## config.mk

```make
export PLATFORM = sky130hd
export DESIGN_NAME = johnson_phase_sched
export DESIGN_NICKNAME = d
export VERILOG_FILES = /design/src/rtl/johnson_pkg.sv /design/src/rtl/johnson_core.sv /design/src/rtl/johnson_phase_sched.sv
export SDC_FILE = /design/constraint.sdc
export NUM_CORES = 1
export LEC_CHECK = 0
export CAP_MARGIN = 10
export CORE_UTILIZATION = 60
export DETAILED_ROUTE_END_ITERATION = 10
export DONT_BUFFER_PORTS = 1
export GPL_ROUTABILITY_DRIVEN = 0
export PLACE_DENSITY_LB_ADDON = 0.05
export SLEW_MARGIN = 20
export SYNTH_ARGS = -nofsm -noshare
export SYNTH_HDL_FRONTEND = slang
export SYNTH_SLANG_ARGS = --single-unit
```

## constraint.sdc

```tcl
create_clock -name clk -period 2.85 [get_ports clk]
set_input_delay 0.1425 -clock clk [delete_from_list [all_inputs] [get_ports clk]]
set_output_delay 0.1425 -clock clk [all_outputs]
set_load 0.02 [all_outputs]
```

## src/rtl/johnson_pkg.sv

```systemverilog
// Shared types and helpers for the Johnson phase scheduler: FSM states and
// the Johnson step function used by the counter core.
package johnson_pkg;

  typedef enum logic [1:0] {IDLE, RUN, DRAIN, DONE} sched_state_t;

  localparam int JOHNSON_MAX_W = 32;
  localparam logic [JOHNSON_MAX_W-1:0] JOHNSON_ZERO = '0;

  // Shift left, feeding back the inverted top stage of a width-bit counter.
  function automatic logic [JOHNSON_MAX_W-1:0] johnson_next(
    input logic [JOHNSON_MAX_W-1:0] cnt,
    input int unsigned              width
  );
    logic [JOHNSON_MAX_W-1:0] mask;
    logic                     tap;
    mask = (JOHNSON_MAX_W'(1) << width) - JOHNSON_MAX_W'(1);
    tap  = |(cnt & (JOHNSON_MAX_W'(1) << (width - 1)));
    return {cnt[JOHNSON_MAX_W-2:0], ~tap} & mask;
  endfunction

endpackage

```

## src/rtl/johnson_core.sv

```systemverilog
// WIDTH-stage Johnson counter; steps once per cycle while adv is high.
module johnson_core
  import johnson_pkg::*;
#(
  parameter int WIDTH = 4
) (
  input  logic             clk,
  input  logic             Reset,
  input  logic             adv,
  output logic [WIDTH-1:0] cnt
);

  // NOTE: state registers use non-blocking assignments so every flop samples
  // pre-edge values and simulation order cannot change the result.
  always_ff @(posedge clk) begin
    if (Reset) begin
      cnt <= '0;
    end else if (adv) begin
      cnt <= WIDTH'(johnson_next(JOHNSON_MAX_W'(cnt), WIDTH));
    end
  end

endmodule

```

## src/rtl/johnson_phase_sched.sv

```systemverilog
// Round-robin scheduler that lends one Johnson phase generator to N_REQ
// requesters, one burst at a time, draining the counter to zero between bursts.
module johnson_phase_sched
  import johnson_pkg::*;
#(
  parameter int N_REQ = 4,
  parameter int WIDTH = 4,
  parameter int LEN_W = 8
) (
  input  logic                   clk,
  input  logic                   Reset,
  input  logic [N_REQ-1:0]       req,
  input  logic [N_REQ*LEN_W-1:0] req_len,
  input  logic                   abort,
  output logic [N_REQ-1:0]       gnt,
  output logic                   busy,
  output logic [WIDTH-1:0]       phase_out,
  output logic                   phase_valid,
  output logic [N_REQ-1:0]       done,
  output logic                   aborted
);

  localparam int PTR_W = (N_REQ > 1) ? $clog2(N_REQ) : 1;

  sched_state_t     state;
  logic [PTR_W-1:0] rr_ptr;
  logic [PTR_W-1:0] win_q;
  logic [LEN_W-1:0] rem;
  logic             aborted_r;
  logic [WIDTH-1:0] cnt;
  logic             adv;
  logic             any_req;
  logic [PTR_W-1:0] win_idx;
  logic [LEN_W-1:0] len_sel;

  johnson_core #(.WIDTH(WIDTH)) u_core (
    .clk  (clk),
    .Reset(Reset),
    .adv  (adv),
    .cnt  (cnt)
  );

  assign phase_out = cnt;
  assign adv       = (state == RUN) || ((state == DRAIN) && (cnt != WIDTH'(JOHNSON_ZERO)));
  assign len_sel   = req_len[win_idx*LEN_W +: LEN_W];

  // Round-robin pick: scan requests starting at rr_ptr and wrapping, so the
  // lowest rotated index wins and is mapped back to an absolute requester.
  // NOTE: every always_comb output gets a default first, so no path can
  // leave a value held and infer a latch.
  always_comb begin
    int j;
    any_req = 1'b0;
    win_idx = '0;
    j       = 0;
    for (int k = 0; k < N_REQ; k++) begin
      j = int'(rr_ptr) + k;
      if (j >= N_REQ) j = j - N_REQ;
      if (!any_req && req[PTR_W'(j)]) begin
        any_req = 1'b1;
        win_idx = PTR_W'(j);
      end
    end
  end

  always_ff @(posedge clk) begin
    if (Reset) begin
      state       <= IDLE;
      rr_ptr      <= '0;
      win_q       <= '0;
      rem         <= '0;
      aborted_r   <= 1'b0;
      gnt         <= '0;
      busy        <= 1'b0;
      phase_valid <= 1'b0;
      done        <= '0;
      aborted     <= 1'b0;
    end else begin
      case (state)
        IDLE: begin
          if (any_req) begin
            gnt       <= N_REQ'(1) << win_idx;
            win_q     <= win_idx;
            rem       <= len_sel;
            aborted_r <= 1'b0;
            busy      <= 1'b1;
            if (len_sel != '0) begin
              state       <= RUN;
              phase_valid <= 1'b1;
            end else begin
              state   <= DONE;
              done    <= N_REQ'(1) << win_idx;
              aborted <= 1'b0;
            end
          end
        end
        RUN: begin
          rem <= rem - LEN_W'(1);
          // The current cycle is still a valid step even when it is the last.
          if (rem == LEN_W'(1) || abort) begin
            state       <= DRAIN;
            phase_valid <= 1'b0;
            aborted_r   <= abort;
          end
        end
        DRAIN: begin
          if (cnt == WIDTH'(JOHNSON_ZERO)) begin
            state   <= DONE;
            done    <= gnt;
            aborted <= aborted_r;
          end
        end
        DONE: begin
          state   <= IDLE;
          gnt     <= '0;
          busy    <= 1'b0;
          done    <= '0;
          aborted <= 1'b0;
          rr_ptr  <= (win_q == PTR_W'(N_REQ - 1)) ? '0 : win_q + PTR_W'(1);
        end
        default: state <= IDLE;
      endcase
    end
  end

endmodule

```

==> results of run 1 <==
-- synthesized netlist by cell type, drive strengths merged (7+ instances only) --
cell	number
nor2	24
o21ai	19
clkbuf	10
a32oi	9
ha	7
mux2i	22
mux2	8
inv	8
dfxtp	30
a22oi	7
nor3	12
a21oi	17
nand2	21
-- kinds of logic after synthesis --
| group | after synthesis | synth area share, % |
|---|---|---|
| mux | 30 | 15.6 |
| flops | 30 | 30.3 |
| fa+ha+maj | 7 | 4.41 |
| simple gates | 76 | 19.5 |
| buf+inv | 22 | 5.49 |
| compound gates | 73 | 24.7 |
-- metrics by stage --
step / total power (uW) / hold WS (ns) / area, um2 / setup WS, ns / std cells
after floorplan: 1480 / 0.315 / 1980 / 0.713 / 238
after global placement: 1680 / 0.217 / 1990 / 0.532 / 272
after detailed placement: 1700 / 0.217 / 1990 / 0.392 / 272
after CTS: 1990 / 0.0200 / 2070 / 0.365 / 282
after global routing: 2170 / 0.0533 / 2070 / 0.150 / 282
final: 2010 / 0.0268 / 2070 / 0.353 / 282
-- state kept, by name, indices dropped and copies added, names as in the netlist, 2 cells and up --
register    cells
state           2
rem             8
done            4
gnt             4
rr_ptr          2
u_core.cnt      4
win_q           2
-- timing repair --
action | CTS | global route
endpoints found under the setup margin | 0 | 0
hold buffers | 2 | 0
hold endpoints to repair | 28 | 0
buffers inserted | 0 | 0
-- layer usage --
layer  vias to the layer above  track usage [%]
li1                        895                -
met1                       880             35.3
met2                       108             52.6
met3                        11             8.52
met4                         0             15.9
met5                         -                0
-- worst max path at each step --
stage          endpoint  startpoint  cells past startpoint
4_1_cts         aborted   rr_ptr[1]                      7
3_5_place_dp    aborted   rr_ptr[1]                      7
6_report        aborted   rr_ptr[1]                      7
3_3_place_gp    aborted   rr_ptr[1]                      7
5_1_grt         aborted   rr_ptr[1]                      7
2_1_floorplan   aborted   rr_ptr[1]                     10
-- worst max-delay path: stages (launching register included) --
cell and delay, ns:
dfxtp_1 0.50, mux2i_1 0.24, nor2_1 0.10, nor3_4 0.49
mux2_2 0.31, nand4_2 0.18, or4_1 0.54, nand3_1 0.09
-- cell type report --
| cell class | instances | area share, % |
|---|---|---|
| Inverter | 8 | 1.45 |
| Timing Repair Buffer | 6 | 2.41 |
| Sequential cell | 30 | 29.0 |
| Clock inverter | 2 | 0.603 |
| Clock buffer | 6 | 2.47 |
| Multi-Input combinational cell | 186 | 61.5 |
| Tap cell | 44 | 2.65 |
-- power groups by stage --
stage	clock [uW]	combinational [uW]	sequential (uW)
3_3_place_gp	0	988	696
2_1_floorplan	0	804	671
6_report	289	1020	694
5_1_grt	310	1150	711
4_1_cts	293	1010	691
3_5_place_dp	0	999	701
==> qor.txt, run 1 <==
Outcome -> complete, no violations
Critical R2R Capture -> aborted
Clock transition at path regs -> 0.12 ns
Site Rows -> 20
RSZ-0062 raised after global routing -> no
Final period utilization -> 87.6%
Storage cell area -> 601 um2
EDFF count, synth -> 0
Slew margin rel. -> 32.2%
Clock power share -> 14.4%
Final Setup Violations -> 0
Flop2flop setup slack -> 0.35 ns
Setup TNS -> 0 ns
Netlist cell types -> 42
Tot GR Track Use -> 30.9%
Top Metal Used -> met4
Most common cell after layout, fill and taps aside -> dfxtp_1
Worst hold path type -> in -> reg
Max Clock Freq -> 401 MHz
Largest net degree at the start of global routing -> 29
Htree depth -> 2
TritonCTS clock tree -> yes
Worst VDD drop -> 0.534 mV
Worst hold path depth -> 3
Worst reg2reg startpoint -> rr_ptr[1]
Final max-slew violation count -> 0
CTS sink cnt -> 30
Share of cells above drive strength 1 -> 10.5%
Critical path capture point type -> flip-flop
Slew @ Worst Pin -> 1.01 ns
Die area -> 3540 um2
Net Switching -> 958 uW
First-pass GRT wire length -> 8250 um
Grt ovf -> 0
# IOs -> 54
Synthesized Nets -> 284
Worst-path fanout max -> 13
Die Y -> 59.5 um
Via count -> 1894
Number of global-route vias before repair -> 1857
Leak pwr -> 0.000729 uW
Startpoint types -> flip-flop
Req. time, crit path -> 3.15 ns
WHS Endpoint -> rem[4]
Clock latency on the worst-skew pair -> 0.35 ns
Routed length per placed instance -> 17.7 um
Fin util -> 66.9%
Starting DRT DRC Count -> 173
Yosys reg bits -> 30
Fill count -> 290
Internal power -> 1050 uW
Post-synth top flop -> dfxtp_1
Ranking of synthesized cells by area -> dfxtp_1, mux2i_1, o21ai_0, mux2_2, nor2_1
Fin. Hold Viols -> 0
Ys Warns -> 0
Seq pwr share -> 34.6%
Switching share of power -> 47.7%
Fin crit period -> 2.50 ns
Reg2Reg Depth -> 7
N_diodes -> 0
Port Buf Inserts -> 0
Mean area per synthesized cell -> 8.34 um2
Longest Clk Path Bufs -> 2
Synthesized area -> 1980 um2
Vias per cell -> 6.72
Antenna-violating nets left -> 0
Area share of the largest cell type after synthesis -> 30.3%
Core region area -> 3100 um2
Cts repair resizes -> 0
Data arrival time of the worst path -> 2.80 ns
Area leader, netlist -> dfxtp_1
Sequential fraction of the synthesis area -> 30.3%
Routed met2 length -> 2510 um
Num CTS Buffers -> 5
Area Overhead vs Synth -> 4.54%
# nets final -> 283
M1 wire length -> 1990 um
Combinational Power Share -> 51.1%
Min-delay src -> Reset
DRT Wirelength -> 4990 um
Die W -> 59.5 um
Asr flop ratio synth -> 0%
Root Driver -> clkbuf_4
Commonest cells after routing, fill and taps aside -> dfxtp_1, nor2_1, mux2i_1
Gate Count Post-Synth -> 238
Met3 WL -> 381 um
Pre-antenna DRT Iters -> 5
Multi-input logic area -> 1270 um2
Number of max-cap violations -> 0
Clock Skews -> 0.0230 ns
Initial antenna violation count -> 0
Power per cell area -> 967 nW/um2
Initial core utilization -> 64.0%
Crit Path Class -> reg -> reg
DPL Wire Length -> 3690 um
DR DRC count -> 0
(Power assumes the default switching activity.)
==> run 2, diff against run 1 <==
--- a/config.mk
+++ b/config.mk
@@ -5,7 +5,8 @@
 export SDC_FILE = /design/constraint.sdc
 export NUM_CORES = 1
 export LEC_CHECK = 0
-export CAP_MARGIN = 10
+export CAP_MARGIN = 15
+export CORE_ASPECT_RATIO = 1.1
 export CORE_UTILIZATION = 60
 export DETAILED_ROUTE_END_ITERATION = 10
 export DONT_BUFFER_PORTS = 1
==> run 2 against run 1 <==
Critical path type unchanged. The run now ends with DRC left. Power shrank 0.47%. Worst setup slack better by 0.066 ns. Sequential power about the same.
==> qor.txt, run 2 (synthesis gave the netlist of run 1 again) <==
Outcome -> complete, but fails checks
Violated checks -> DRC
Starting DRT DRC Count -> 266 (+54%)
Leak pwr -> 0.000729 uW (unchanged)
DRT Wirelength -> 4830 um (-3.0%)
Critical path capture point type -> flip-flop
Fill count -> 272 (-6.2%)
Crit Path Class -> reg -> reg
RSZ-0062 raised after global routing -> no
Clock Skews -> 0.0117 ns (-0.0113 ns)
N_diodes -> 0 (unchanged)
Critical R2R Capture -> aborted
Cell area after layout -> 2060 um2 (-0.60%)
Top Metal Used -> met4
Largest net degree at the start of global routing -> 29 (unchanged)
Slew @ Worst Pin -> 1.04 ns (+0.0295 ns)
Fin crit period -> 2.43 ns (-0.0664 ns)
Worst-path fanout max -> 13 (unchanged)
Data arrival time of the worst path -> 2.73 ns (-0.07 ns)
Die Y -> 62.3 um (+4.7%)
Max FFs per register -> 8 (unchanged)
CTS sink cnt -> 30 (unchanged)
Clock transition at path regs -> 0.11 ns (about the same)
Antenna-violating nets left -> 0 (unchanged)
Req. time, crit path -> 3.14 ns (about the same)
Multi-input logic area -> 1270 um2 (unchanged)
TritonCTS clock tree -> yes
Share of cells above drive strength 1 -> 10.5% (unchanged)
Number of max-cap violations -> 0 (unchanged)
Max Clock Freq -> 411 MHz (+2.7%)
Largest delay contributor family on the critical path -> simple AND/OR/NAND/NOR gates
Worst hold path type -> in -> reg
Largest stage delay, worst path -> 0.54 ns (about the same)
Worst VDD drop -> 0.620 mV (+16%)
Die W -> 56.8 um (-4.5%)
Most flops, register -> rem
Met3 WL -> 390 um (+2.4%)
Worst hold path depth -> 3 (unchanged)
Initial antenna violation count -> 0 (unchanged)
Htree depth -> 2 (unchanged)
Power per cell area -> 969 nW/um2 (+0.13%)
Reg2Reg Depth -> 7 (unchanged)
Die area -> 3540 um2 (about the same)
Startpoint types -> flip-flop
Clock latency on the worst-skew pair -> 0.34 ns (about the same)
Core region area -> 3100 um2 (about the same)
# nets final -> 283 (unchanged)
CP cell instances -> mux2i_1 > nor2_1 > nor3_4 > mux2_2 > nand4_4 > or4_1 > nand3_1
Commonest cells after routing, fill and taps aside -> dfxtp_1, nor2_1, mux2i_1
WP depth -> 7 (unchanged)
Num CTS Buffers -> 5 (unchanged)
Slew margin rel. -> 30.3% (-2.0 points)
Initial core utilization -> 64.0% (about the same)
M1 wire length -> 1990 um (+0.10%)
CP max-delay cell -> or4_1
Post-DP Area -> 1980 um2 (-0.63%)
Most common cell after layout, fill and taps aside -> dfxtp_1
Grt ovf -> 0 (unchanged)
Root Driver -> clkbuf_4
Flop2flop setup slack -> 0.42 ns (+0.07 ns)
Worst reg2reg startpoint -> rr_ptr[1]
Cts repair resizes -> 0 (unchanged)
Via count -> 1860 (-1.8%)
First-pass GRT wire length -> 8140 um (-1.4%)
Worst path bufs/invs -> 0 (unchanged)
Routed length per placed instance -> 17.8 um (+0.52%)
Vias per cell -> 6.84 (+1.8%)
Power consumption -> 2000 uW (-0.47%)
Final max-slew violation count -> 0 (unchanged)
# IOs -> 54 (unchanged)
Setup TNS -> 0 ns (unchanged)
Tot GR Track Use -> 29.3% (-1.7 points)
Final Setup Violations -> 0 (unchanged)
Hold buffer count at CTS -> 2 (unchanged)
Storage cell area -> 601 um2 (unchanged)
Number of global-route vias before repair -> 1727 (-7.0%)
Area Overhead vs Synth -> 3.91%
Fin. Hold Viols -> 0 (unchanged)
Postcts setup bufs -> 0 (unchanged)
Worst Setup SP -> rr_ptr[1]
DR DRC count -> 10 (+10)
Routed met2 length -> 2350 um (-6.6%)
Final period utilization -> 85.3% (-2.3 points)
Port Buf Inserts -> 0 (unchanged)
DPL Wire Length -> 3600 um (-2.3%)
Site Rows -> 21 (+5.0%)
Crit path to -> aborted
Longest Clk Path Bufs -> 2 (unchanged)
Pre-antenna DRT Iters -> 8 (+3)
## run 2: cell counts in the layout (fill, tap and decap cells not counted)
Identical to the previous run, type by type.
## run 2: how the worst min path moves through the flow
| stage | slack [ns] | endpoint | start |
|---|---|---|---|
| after floorplan | 0.31 | aborted_r | abort |
| after global placement | 0.22 | u_core.cnt[3] | Reset |
| after detailed placement | 0.22 | u_core.cnt[2] | Reset |
| after CTS | 0.04 | rem[4] | Reset |
| after global routing | 0.06 | rem[4] | Reset |
| final | 0.06 | aborted | Reset |
## run 2: area by class of cell
cell class,instances,share of cell area [%]
clock buffer,6,2.49
clock inverter,2,0.607
inverter,8,1.46
multi-input combinational,186,61.8
sequential,30,29.1
tap,34,2.06
timing repair buffer,6,2.43
## run 2: worst reg2reg max path: cells and delay by family, from the launching register on
family | cells | cell delay [ns]
and+or+nand+nor | 5 | 1.37
DFF | 1 | 0.48
muxes | 2 | 0.55
## run 2: routing by layer
metal	global-route usage (%)	vias up
li1	-	898
met1	37.2	855
met2	47.8	94
met3	7.92	13
met4	9.76	0
met5	0	-
## run 2: stage by stage
step                worst slack (ns)  hold slack (ns)  utilization [%]  instances
floorplan                      0.713            0.315                -        238
global placement               0.548            0.217             63.8        262
detailed placement             0.434            0.216             63.8        262
CTS                            0.421           0.0372             66.5        272
global route                   0.239           0.0633             66.5        272
finish                         0.420           0.0623             66.5        272
## run 2: power breakdown
part | internal, uW | total (uW) | leakage [uW] | switching [uW]
Clock | 118 | 279 | 0.0000343 | 160
Combinational | 393 | 1020 | 0.000449 | 628
Sequential | 538 | 697 | 0.000246 | 159
